[src/rtl/fft_pkg.sv]
// Shared constants and types for the radix-2 FFT core control path.
package fft_pkg;

  localparam int unsigned N_POINTS         = 64;
  localparam int unsigned LOG2_N           = 6;
  localparam int unsigned BFLY_LAT_DEFAULT = 3;

  localparam int unsigned STAGE_W = 3;
  localparam int unsigned J_W     = LOG2_N - 1;
  localparam int unsigned TW_W    = LOG2_N - 1;

  typedef enum logic [1:0] {
    IDLE,
    ISSUE,
    DRAIN,
    DONE
  } fft_seq_state_t;

endpackage

[src/rtl/fft_bfly_addr_gen.sv]
// Combinational map from (stage, butterfly index) to the two in-place buffer
// addresses and the twiddle ROM index.
module fft_bfly_addr_gen
  import fft_pkg::*;
(
  input  logic [STAGE_W-1:0] s,
  input  logic [J_W-1:0]     j,
  output logic [LOG2_N-1:0]  addr_a,
  output logic [LOG2_N-1:0]  addr_b,
  output logic [TW_W-1:0]    tw_idx
);

  logic [LOG2_N-1:0] j_ext;
  logic [LOG2_N-1:0] span;
  logic [LOG2_N-1:0] pos;
  logic [LOG2_N-1:0] grp;
  logic [LOG2_N-1:0] base;

  // Group index spreads out by two spans; position within the group is kept.
  always_comb begin
    j_ext  = LOG2_N'(j);
    span   = LOG2_N'(1) << s;
    pos    = j_ext & (span - LOG2_N'(1));
    grp    = j_ext >> s;
    base   = (grp << (s + STAGE_W'(1))) | pos;
    addr_a = base;
    addr_b = base + span;
    tw_idx = TW_W'(pos << (STAGE_W'(LOG2_N - 1) - s));
  end

endmodule

[src/rtl/fft_bfly_sequencer.sv]
// Butterfly issue sequencer for the in-place 64-point radix-2 FFT.
// Optional per-stage output halving: define FFT_BFLY_SEQ_SCALE_EN.
module fft_bfly_sequencer
  import fft_pkg::*;
#(
  parameter int unsigned BFLY_LAT = BFLY_LAT_DEFAULT
) (
  input  logic               clk,
  input  logic               rst,
  input  logic               start,
  output logic               busy,
  output logic               done,
  output logic               bfly_valid,
  input  logic               bfly_ready,
  output logic [LOG2_N-1:0]  addr_a,
  output logic [LOG2_N-1:0]  addr_b,
  output logic [TW_W-1:0]    tw_idx,
  output logic [STAGE_W-1:0] stage
`ifdef FFT_BFLY_SEQ_SCALE_EN
  ,
  output logic               scale_en
`endif
);

  localparam int unsigned CNT_W = (BFLY_LAT > 1) ? $clog2(BFLY_LAT) : 1;
  localparam logic [J_W-1:0]     J_LAST = J_W'(N_POINTS / 2 - 1);
  localparam logic [STAGE_W-1:0] S_LAST = STAGE_W'(LOG2_N - 1);

  fft_seq_state_t     state_q, state_d;
  logic [STAGE_W-1:0] s_q, s_d;
  logic [J_W-1:0]     j_q, j_d;
  logic [CNT_W-1:0]   cnt_q, cnt_d;

  logic [LOG2_N-1:0]  gen_a, gen_b;
  logic [TW_W-1:0]    gen_tw;
  logic               handshake;

  assign handshake = bfly_valid & bfly_ready;

  // Addresses are generated for the next (s, j) so they can be registered.
  fft_bfly_addr_gen u_addr_gen (
    .s      (s_d),
    .j      (j_d),
    .addr_a (gen_a),
    .addr_b (gen_b),
    .tw_idx (gen_tw)
  );

  always_ff @(posedge clk) begin
    if (rst) begin
      state_q <= IDLE;
      s_q     <= '0;
      j_q     <= '0;
      cnt_q   <= '0;
    end else begin
      state_q <= state_d;
      s_q     <= s_d;
      j_q     <= j_d;
      cnt_q   <= cnt_d;
    end
  end

  always_comb begin
    state_d = state_q;
    s_d     = s_q;
    j_d     = j_q;
    cnt_d   = cnt_q;
    case (state_q)
      IDLE: begin
        if (start) begin
          state_d = ISSUE;
          s_d     = '0;
          j_d     = '0;
        end
      end
      ISSUE: begin
        if (handshake) begin
          if (j_q == J_LAST) begin
            state_d = DRAIN;
            cnt_d   = CNT_W'(BFLY_LAT - 1);
          end else begin
            j_d = j_q + J_W'(1);
          end
        end
      end
      // Wait for the last butterfly of the stage to be written back.
      DRAIN: begin
        if (cnt_q == '0) begin
          if (s_q < S_LAST) begin
            state_d = ISSUE;
            s_d     = s_q + STAGE_W'(1);
            j_d     = '0;
          end else begin
            state_d = DONE;
          end
        end else begin
          cnt_d = cnt_q - CNT_W'(1);
        end
      end
      DONE: begin
        state_d = IDLE;
      end
      default: begin
        state_d = IDLE;
      end
    endcase
  end

  // Outputs are registered from the next state so they line up with it.
  always_ff @(posedge clk) begin
    if (rst) begin
      busy       <= 1'b0;
      done       <= 1'b0;
      bfly_valid <= 1'b0;
      addr_a     <= '0;
      addr_b     <= '0;
      tw_idx     <= '0;
      stage      <= '0;
`ifdef FFT_BFLY_SEQ_SCALE_EN
      scale_en   <= 1'b0;
`endif
    end else begin
      busy       <= (state_d != IDLE);
      done       <= (state_d == DONE);
      bfly_valid <= (state_d == ISSUE);
`ifdef FFT_BFLY_SEQ_SCALE_EN
      scale_en   <= (state_d == ISSUE);
`endif
      if (state_d == ISSUE) begin
        addr_a <= gen_a;
        addr_b <= gen_b;
        tw_idx <= gen_tw;
        stage  <= s_d;
      end
    end
  end

endmodule

[config.mk]
export PLATFORM = sky130hd
export DESIGN_NAME = fft_bfly_sequencer
export DESIGN_NICKNAME = d
export VERILOG_FILES = /design/src/rtl/fft_pkg.sv /design/src/rtl/fft_bfly_addr_gen.sv /design/src/rtl/fft_bfly_sequencer.sv
export SDC_FILE = /design/constraint.sdc
export NUM_CORES = 1
export LEC_CHECK = 0
export BUFFER_PORTS_ARGS = -buffer_cell sky130_fd_sc_hd__buf_2
export CAP_MARGIN = 20
export CORE_UTILIZATION = 55
export DETAILED_ROUTE_END_ITERATION = 8
export MAX_ROUTING_LAYER = met4
export PLACE_DENSITY = 0.75
export SETUP_SLACK_MARGIN = 0.02
export SKIP_CTS_REPAIR_TIMING = 1
export SLEW_MARGIN = 20
export SYNTH_ARGS = -nofsm -noshare
export SYNTH_HDL_FRONTEND = slang
export SYNTH_SLANG_ARGS = --single-unit
[constraint.sdc]
create_clock -name clk -period 4.8 [get_ports clk]
set_input_delay 0.96 -clock clk [delete_from_list [all_inputs] [get_ports clk]]
set_output_delay 0.96 -clock clk [all_outputs]
set_load 0.005 [all_outputs]
==> Yosys cells after proc, flatten, opt, wreduce, memory -nomap -nowiden <==
Cells that the tools add are included.
{ "classes": {"n_mux": 20, "n_shift": 4, "eq_ne": 9, "add_sub_neg": 7, "n_lt_le_gt_ge": 1, "n_bitwise": 3, "div": 0, "multipliers": 0, "reduce_logical": 5} }
{ "op_table": {"columns": ["op", "n"], "rows": [
  ["$mux 5", 5],
  ["$mux 2", 8],
  ["$pmux 5 s3", 1],
  ["$mux 3", 3],
  ["$pmux 2 s4", 1],
  ["$add 3x1->3 const B", 2],
  ["$add 6x6->6", 1],
  ["$and 5x6->6", 1],
  ["$eq 2x2->1 const B", 3],
  ["$ne 2x2->1 const B", 3],
  ["$or 6x6->6", 1],
  ["$pmux 3 s2", 1],
  ["$shl 1x3->6 const A", 1],
  ["$shl 6x3->5", 1],
  ["$shl 6x3->6", 1],
  ["$shr 5x3->6", 1],
  ["$sub 6x1->6 const B", 1],
  ["$add 5x1->5 const B", 1],
  ["$eq 5x5->1 const B", 1],
  ["$eq 2x1->1 const B", 2],
  ["$logic_not 2->1", 2],
  ["$pmux 2 s2", 1],
  ["$reduce_and 4->1", 1],
  ["$reduce_bool 2->1", 2],
  ["other kinds (4)", 4]
]} }
{ "totals": {"latchBits": 0, "mem_bits_ro": 0, "mem_count": 0, "out_inout_bits": 23, "input_bits": 4, "ram_bits": 0, "regBits": 35, "word_cells": 60} }

==> Longest topological paths before layout <==
Gate-level depths: netlist of the first run.
{ "depth": {"depth_word": 9, "ltp_mapped": 21, "depth_no_buf": 20} }

==> Hierarchy <==
A second synthesis of the first run with hierarchy kept.
{ "unflattened": {"hier_cells": 308, "area_unflattened_um2": 2661.3} }
{ "by_module_without_submodules": {"columns": ["module", "cells_each", "seq_area_each_um2", "n_inst", "area_per_inst_um2"], "rows": [
  ["fft_bfly_sequencer", 196, 700.7, 1, 1866.8],
  ["fft_bfly_addr_gen", 112, 0.0, 1, 794.5]
]} }

==> Worst setup path after synthesis of the first run <==
Ideal clock, no wire load.
{ "synth_timing": {"path_kind": "input-to-reg", "from": "input start", "to": "register addr_b[5]", "arrival_time_ps": 4014, "setup_ps": 129, "cell_stages": 18, "setup_slack_ps": 656, "required_ps": 4671, "path_buffers": 1, "cell_sequence": "or3b_4 o211a_1 nor2_4 inv_2 buf_6 ha_1 ha_1 nor2b_1 a32oi_1 a2bb2oi_1 nand2_1 ha_1 a21oi_1 o21ai_0 xnor2_1 nor3_1 a21oi_1 o211ai_1"} }
{ "synth_via": {"elab_chain_cells": 7, "elab_cells_between_ends": 15, "cone_classes": "add/sub: 3; eq/ne: 1; shift: 3; mux: 6; bitwise: 2"} }
{ "synth_lines": {"columns": ["item", "line", "rtl"], "rows": [
  ["from (decl)", "fft_bfly_sequencer.sv:10", "input logic start,"],
  ["$mux 3 *", "fft_bfly_sequencer.sv:70", "if (start) begin"],
  ["$pmux 3 s2 *", "fft_bfly_sequencer.sv:68", "case (state_q)"],
  ["net s_d[0]", "fft_bfly_sequencer.sv:30", "logic [STAGE_W-1:0] s_q, s_d;"],
  ["$shl 1x3->6", "fft_bfly_addr_gen.sv:22", "span = LOG2_N'(1) << s;"],
  ["$sub 6x1->6", "fft_bfly_addr_gen.sv:23", "pos = j_ext & (span - LOG2_N'(1));"],
  ["$and 5x6->6", "fft_bfly_addr_gen.sv:23", null],
  ["$or 6x6->6 *", "fft_bfly_addr_gen.sv:25", "base = (grp << (s + STAGE_W'(1))) | pos;"],
  ["net gen_a[4]", "fft_bfly_sequencer.sv:34", "logic [LOG2_N-1:0] gen_a, gen_b;"],
  ["$add 6x6->6 *", "fft_bfly_addr_gen.sv:27", "addr_b = base + span;"],
  ["to (signal assigned)", "fft_bfly_sequencer.sv:131", "addr_b <= gen_b;"],
  ["to (decl)", "fft_bfly_sequencer.sv:16", "output logic [LOG2_N-1:0] addr_b,"]
]} }
Mark *: on every way through the listed nets, which the timed path passes. The rest lies on a longest branch.
A chain may end at the register's enable or synchronous reset.

==> Worst setup path after layout of the first run <==
Ends and elaborated chain as after synthesis.

==> out/metrics.cfg, run 1 <==
[outcome]
status = finished with violations
failed_checks = DRC

[sta]
min_period_ns = 4.42
skew_ns = 0.00653
hold_ws_ns = 0.457
relSlewSlack_pct = 40.2
fin_setup_tns_ns = 0
worstMarginPinSlew_ns = 0.893
hold_viol = 0
slew_viol_final = 0
fin_crit_sh_pct = 92.0
setup_viol = 0
fin_ws_ns = 0.382
rsz0062_at_grt = false
max_freq_ghz = 0.226

[final_layout]
regArea_um2 = 701
final_area_um2 = 2840
fin_util_pct = 63.6
area_growth_pct = 8.50
nFillCells = 389
multi_input_area_um2 = 1750
antennaDiodeCount = 0
num-nets-final = 349
layout-drive-gt1-share_pct = 23.0

[critical_path]
r2r_slack_ns = 0.51
rr_worst_depth = 17
cp.arrival_ns = 4.59
crit_path_start_kind = input pin
crit_path_end_kind = flop
r2r-end = addr_b[5]$_SDFFE_PP0P_
required_ns = 4.97
crit_end = addr_b[5]$_SDFFE_PP0P_
startpoint = start
reg2reg_from = s_q[0]$_SDFF_PP0_
path_class = in -> reg
cp_max_fo = 12

[global_route]
grt_usage_pct = 29.1
antenna_found_initial = 0
grtUsageMet1_pct = 39.8
top_usage_layer = met2
grt_pass1_vias = 2221
grt_max_degree = 36
grt_pass1_wl_um = 11200
met2_usage_pct = 44.9
overflow = 0
grt_use_met3_pct = 3.85

[yosys]
synth_nets = 324
yosys_register_bits = 35
avgSynthCellArea_um2 = 8.59
synth_top_area_share_pct = 26.7
synth_area_leaders = dfxtp_1 (27%), ha_1 (6.7%), nor2_1 (4.6%)
synthDistinctLibCells = 78
yosys_warnings = 0
yosys.area.top_type = dfxtp_1
syn-cell-area_um2 = 2620
synth_cells = 305
async_flop_share_pct = 0
ys_seq_area_share_pct = 26.7
synth_edf_count = 0
synth-main-ff-cell = dfxtp_1

[floorplanning]
die_x_um = 71.0
initial_utilization_pct = 58.6
core_um2 = 4470
die_y_um = 71.0
num_rows = 24
die_area_um2 = 5050
io_pins = 27

[power_and_ir_drop]
power_leakage_nw = 1.20
irDropWorstVdd_mv = 0.161
powerDensity_nw_per_um2 = 203

[cts]
cts.sinks = 35
clock_latency_ns = 0.29
cts_tree = done
cts_buffers = 5
path_clk_slew_ns = 0.07
root_buffer = clkbuf_8
clock_tree.buffer_depth = 2
h-tree-depth = 2

[route]
postRouteAntennaNets = 0
routed_wl_um = 6600
drtIter0Drc = 251
via_count = 2395
via_per_inst = 6.25
wl_per_cell_um = 17.2
dr.pass1.iters = 7
remaining_drc_errors = 4

[placed_design]
io_buffers = 26
post-dp-hpwl_um = 4930
gp_congestion = 0.971
dpl-instance-area_um2 = 2760
place_ws_ns = 0.165

[min_path]
holdCritPathClass = reg -> reg
holdPathStages = 2

[flow_run]
max-cap-violations = 0

==> area by class of cell <==
type,count,share of cell area (%)
multi-input cells,241,61.7
clock inverters,2,0.440
flip-flops and latches,35,24.6
well taps,52,2.29
repair buffers,34,6.69
clock buffers,6,2.55
inverters,13,1.72
==> state kept, by name (all words and copies together), names as in the netlist <==
name	cells
addr_a	6
addr_b	6
bfly_valid	1
busy	1
cnt_q	2
done	1
j_q	5
s_q	3
stage	3
state_q	2
tw_idx	5
==> worst max-delay path, stage by stage <==
cell and delay [ns]:
buf_2 0.11, or3b_4 0.42, o211a_4 0.17, a21oi_4 0.30, inv_2 0.07, ha_1 0.20, ha_1 0.36, nor2b_1 0.18
a32oi_1 0.23, a2bb2oi_1 0.30, nand2_1 0.10, ha_1 0.34, nand2_1 0.06, o21ai_0 0.25, xnor2_1 0.18, nor3_1 0.09
a21oi_1 0.18, o211ai_1 0.10
==> power breakdown <==
| group | switching, W | internal, W |
|---|---|---|
| logic | 0.0000342 | 0.0000227 |
| clock network | 0.000114 | 0.000101 |
| registers | 0.00000712 | 0.000299 |
==> synth_stat cells, types with 3 or more instances <==
| master | number |
|---|---|
| dfxtp_1 | 35 |
| nor2_1 | 32 |
| nand2_1 | 27 |
| ha_1 | 14 |
| nor3_1 | 14 |
| o21ai_0 | 12 |
| a21oi_1 | 11 |
| inv_1 | 10 |
| nand3_1 | 8 |
| buf_6 | 7 |
| a211oi_1 | 6 |
| xnor2_1 | 6 |
| a31oi_1 | 5 |
| and3_1 | 5 |
| clkbuf_1 | 5 |
| nor2b_1 | 5 |
| and2_1 | 4 |
| and4_1 | 4 |
| o21bai_1 | 4 |
| a2bb2oi_1 | 3 |
| a311oi_1 | 3 |
| inv_2 | 3 |
| nand2b_1 | 3 |
| nor4b_1 | 3 |
| o211ai_1 | 3 |
==> per-stage QoR <==
stage	total power, W	std cells
2_1_floorplan	0.000353	305
3_3_place_gp	0.000369	375
3_5_place_dp	0.000369	375
4_1_cts	0.000580	383
5_1_grt	0.000602	383
6_report	0.000579	383
==> cells by family (layout without fill, tap and decap cells) <==
family | Yosys count | after routing | synth area share [%]
adders and majority gates | 15 | 15 | 7.45
xor gates and xnor gates | 6 | 6 | 2.00
and+or+nand+nor | 135 | 135 | 30.0
muxes | 2 | 2 | 0.764
AOI/OAI and AO/OA | 83 | 83 | 26.5
buffers and inverters | 29 | 55 | 6.59
DFF | 35 | 35 | 26.7
==> worst min path at each step <==
| stage | startpoint | slack [ns] | end |
|---|---|---|---|
| final | addr_b[0]$_SDFFE_PP0P_ | 0.46 | addr_b[0]$_SDFFE_PP0P_ |
| after global routing | addr_b[0]$_SDFFE_PP0P_ | 0.48 | addr_b[0]$_SDFFE_PP0P_ |
| after CTS | addr_b[0]$_SDFFE_PP0P_ | 0.46 | addr_b[0]$_SDFFE_PP0P_ |
| after detailed placement | addr_b[0]$_SDFFE_PP0P_ | 0.45 | addr_b[0]$_SDFFE_PP0P_ |
| after global placement | addr_b[4]$_SDFFE_PP0P_ | 0.44 | addr_b[4]$_SDFFE_PP0P_ |
| after floorplan | addr_b[0]$_SDFFE_PP0P_ | 0.45 | addr_b[0]$_SDFFE_PP0P_ |
==> placed cells by master (no fill, tap or decap), types with 6 or more instances in the layout <==
cell type,n
buf_4,8
nor3_1,14
dfxtp_1,35
buf_2,26
nor2_1,32
xnor2_1,6
nand3_1,8
a211oi_1,6
nand2_1,27
a21oi_1,11
ha_1,14
inv_1,10
o21ai_0,12
==> layer usage <==
layer  share of wire, %  routed length [um]
met5                  0                   0
met4                1.4                  91
met3                5.3                 351
met2                 46                3020
met1                 47                3130
Note: power is estimated with default switching activity, not from simulation.
==> run 2, diff against run 1 <==
CORE_UTILIZATION = 45   (was 55)
CTS_BUF_LIST = sky130_fd_sc_hd__clkbuf_8 sky130_fd_sc_hd__clkbuf_16   (was default)
MAX_ROUTING_LAYER = default   (was met4)
PLACE_DENSITY = default   (was 0.75)
==> run 2 against run 1 <==
  * The run now ends clean
  * Sequential power hardly changed
  * Clock-buffer cell count unchanged
  * Via count up 0.46%
  * Sequential cell count unchanged
  * Die area is 22% higher
  * Critical endpoint unchanged
  * Largest power group unchanged
  * Highest routed layer unchanged
==> out/metrics.cfg, run 2 (synthesized netlist as in run 1, its figures left out) <==
[outcome]
status = finished clean

[flow_run]
max-cap-violations = 0  ; unchanged

[sta]
relSlewSlack_pct = 41.4  ; +1.1 points
setup_viol = 0  ; unchanged
fin_crit_sh_pct = 90.6  ; -1.5 points
max_freq_ghz = 0.230  ; +1.6%
rsz0062_at_grt = false
hold_viol = 0  ; unchanged
fin_setup_tns_ns = 0  ; unchanged
min_period_ns = 4.35  ; -0.0711 ns
skew_ns = 0.00556  ; -0.000964 ns
slew_viol_final = 0  ; unchanged
worstMarginPinSlew_ns = 0.876  ; -0.0166 ns

[global_route]
grt_usage_pct = 23.3  ; -5.7 points
overflow = 0  ; unchanged
antenna_found_initial = 0  ; unchanged
grt_pass1_vias = 2258  ; +1.7%
grt_pass1_wl_um = 11300  ; +0.99%
grt_max_degree = 36  ; unchanged

[final_layout]
top_regs = addr_a x6, addr_b x6
num-nets-final = 351  ; +0.57%
antennaDiodeCount = 0  ; unchanged
area_growth_pct = 11.6
mostFrequentLayoutCells = dfxtp_1 (35), nor2_1 (32), nand2_1 (27)
fin_cells = 405  ; +5.7%
nFillCells = 538  ; +38%
layout-drive-gt1-share_pct = 23.7  ; +0.76 points
final_common_cell = dfxtp_1

[cts]
clock_tree.buffer_depth = 2  ; unchanged
clock_latency_ns = 0.28  ; about the same
cts.sinks = 35  ; unchanged
path_clk_slew_ns = 0.08  ; about the same
root_buffer = clkbuf_8
cts_buffers = 5  ; unchanged
cts_tree = done
h-tree-depth = 2  ; unchanged

[route]
postRouteAntennaNets = 0  ; unchanged
met1Wirelength_um = 3240  ; +3.4%
top_layer_used = met4
via_count = 2406  ; +0.46%
remaining_drc_errors = 0  ; -4
drtIter0Drc = 127  ; -49%
via_per_inst = 5.94  ; -5.0%
wl_per_cell_um = 16.6  ; -3.4%
dr.pass1.iters = 5  ; -2
met2_length_um = 3090  ; +2.1%
wl_met3_um = 333  ; -5.1%
routed_wl_um = 6740  ; +2.1%

[critical_path]
cp.arrival_ns = 4.51  ; -0.08 ns
crit_path_start_kind = input pin
required_ns = 4.97  ; about the same
crit_path_end_kind = flop
cp_max_fo = 9  ; -3
path_class = in -> reg

[floorplanning]
die_area_um2 = 6130  ; +22%
io_pins = 27  ; unchanged
initial_utilization_pct = 47.0  ; -12 points
core_um2 = 5570  ; +25%
die_y_um = 78.3  ; +10%
die_x_um = 78.3  ; +10%
num_rows = 27  ; +13%

[placed_design]
gp_congestion = 0.923  ; -4.9%
dp.cells = 397  ; +5.9%
io_buffers = 26  ; unchanged
post-dp-hpwl_um = 5070  ; +2.8%

[min_path]
holdCritPathClass = reg -> reg

[power_and_ir_drop]
irDropWorstVdd_mv = 0.121  ; -25%
powerDensity_nw_per_um2 = 219  ; +7.8%
power_leakage_nw = 1.23  ; +2.5%

## run 2: changes by cell type in the layout (fill, tap and decap cells not counted), sizes merged
| cell | delta |
|---|---|
| bufinv | +1 |
| clkinvlp | -1 |
| buf | +2 |
## run 2: worst max-delay path, stage by stage
cell	delay [ns]
buf_2	0.12
or3b_4	0.43
o211a_4	0.17
a21oi_4	0.24
inv_2	0.07
ha_1	0.20
ha_1	0.36
nor2b_1	0.18
a32oi_1	0.21
a2bb2oi_1	0.27
nand2_1	0.09
ha_1	0.34
nand2_1	0.06
o21ai_0	0.25
xnor2_1	0.19
nor3_1	0.09
a21oi_1	0.19
o211ai_1	0.10
## run 2: path summary, 6_finish.rpt
check	startpoint	endpoint	slack (ns)	depth (start not counted)
worst max-delay path	start	addr_b[5]$_SDFFE_PP0P_	0.45	18
worst min-delay path	addr_b[2]$_SDFFE_PP0P_	addr_b[2]$_SDFFE_PP0P_	0.45	2
worst max register to register	state_q[1]$_SDFF_PP0_	addr_b[5]$_SDFFE_PP0P_	0.62	17
worst min register to register	addr_b[2]$_SDFFE_PP0P_	addr_b[2]$_SDFFE_PP0P_	0.45	2
## run 2: final cells by class
type                    count  area [um^2]  share of cell area, %
multi-input cells         241         1760                   60.2
clock buffers               6         82.6                   2.82
clock inverters             2         35.0                   1.20
flip-flops and latches     35          701                   24.0
repair buffers             36          205                   7.02
well taps                  72         90.1                   3.08
inverters                  13         48.8                   1.67
## run 2: metal layers
metal / track usage, % / vias to the layer above
met4: 6.48 / 0
met3: 4.19 / 8
met2: 38.0 / 56
met1: 31.5 / 1162
met5: 0 / -
li1: - / 1180
## run 2: metrics by stage
stage / hold WS [ns] / utilization (%) / area, um^2 / power, W / setup slack (ns)
floorplan: 0.448 / - / 2620 / 0.000353 / 0.656
global placement: 0.440 / 50.2 / 2800 / 0.000369 / 0.248
detailed placement: 0.444 / 50.2 / 2800 / 0.000370 / 0.205
CTS: 0.459 / 52.3 / 2920 / 0.000648 / 0.505
global route: 0.489 / 52.5 / 2920 / 0.000666 / 0.228
finish: 0.453 / 52.5 / 2920 / 0.000641 / 0.453
## run 2: power breakdown
group | switching [W] | internal (W)
Sequential | 0.00000716 | 0.000299
Clock | 0.000110 | 0.000168
Combinational | 0.0000340 | 0.0000231
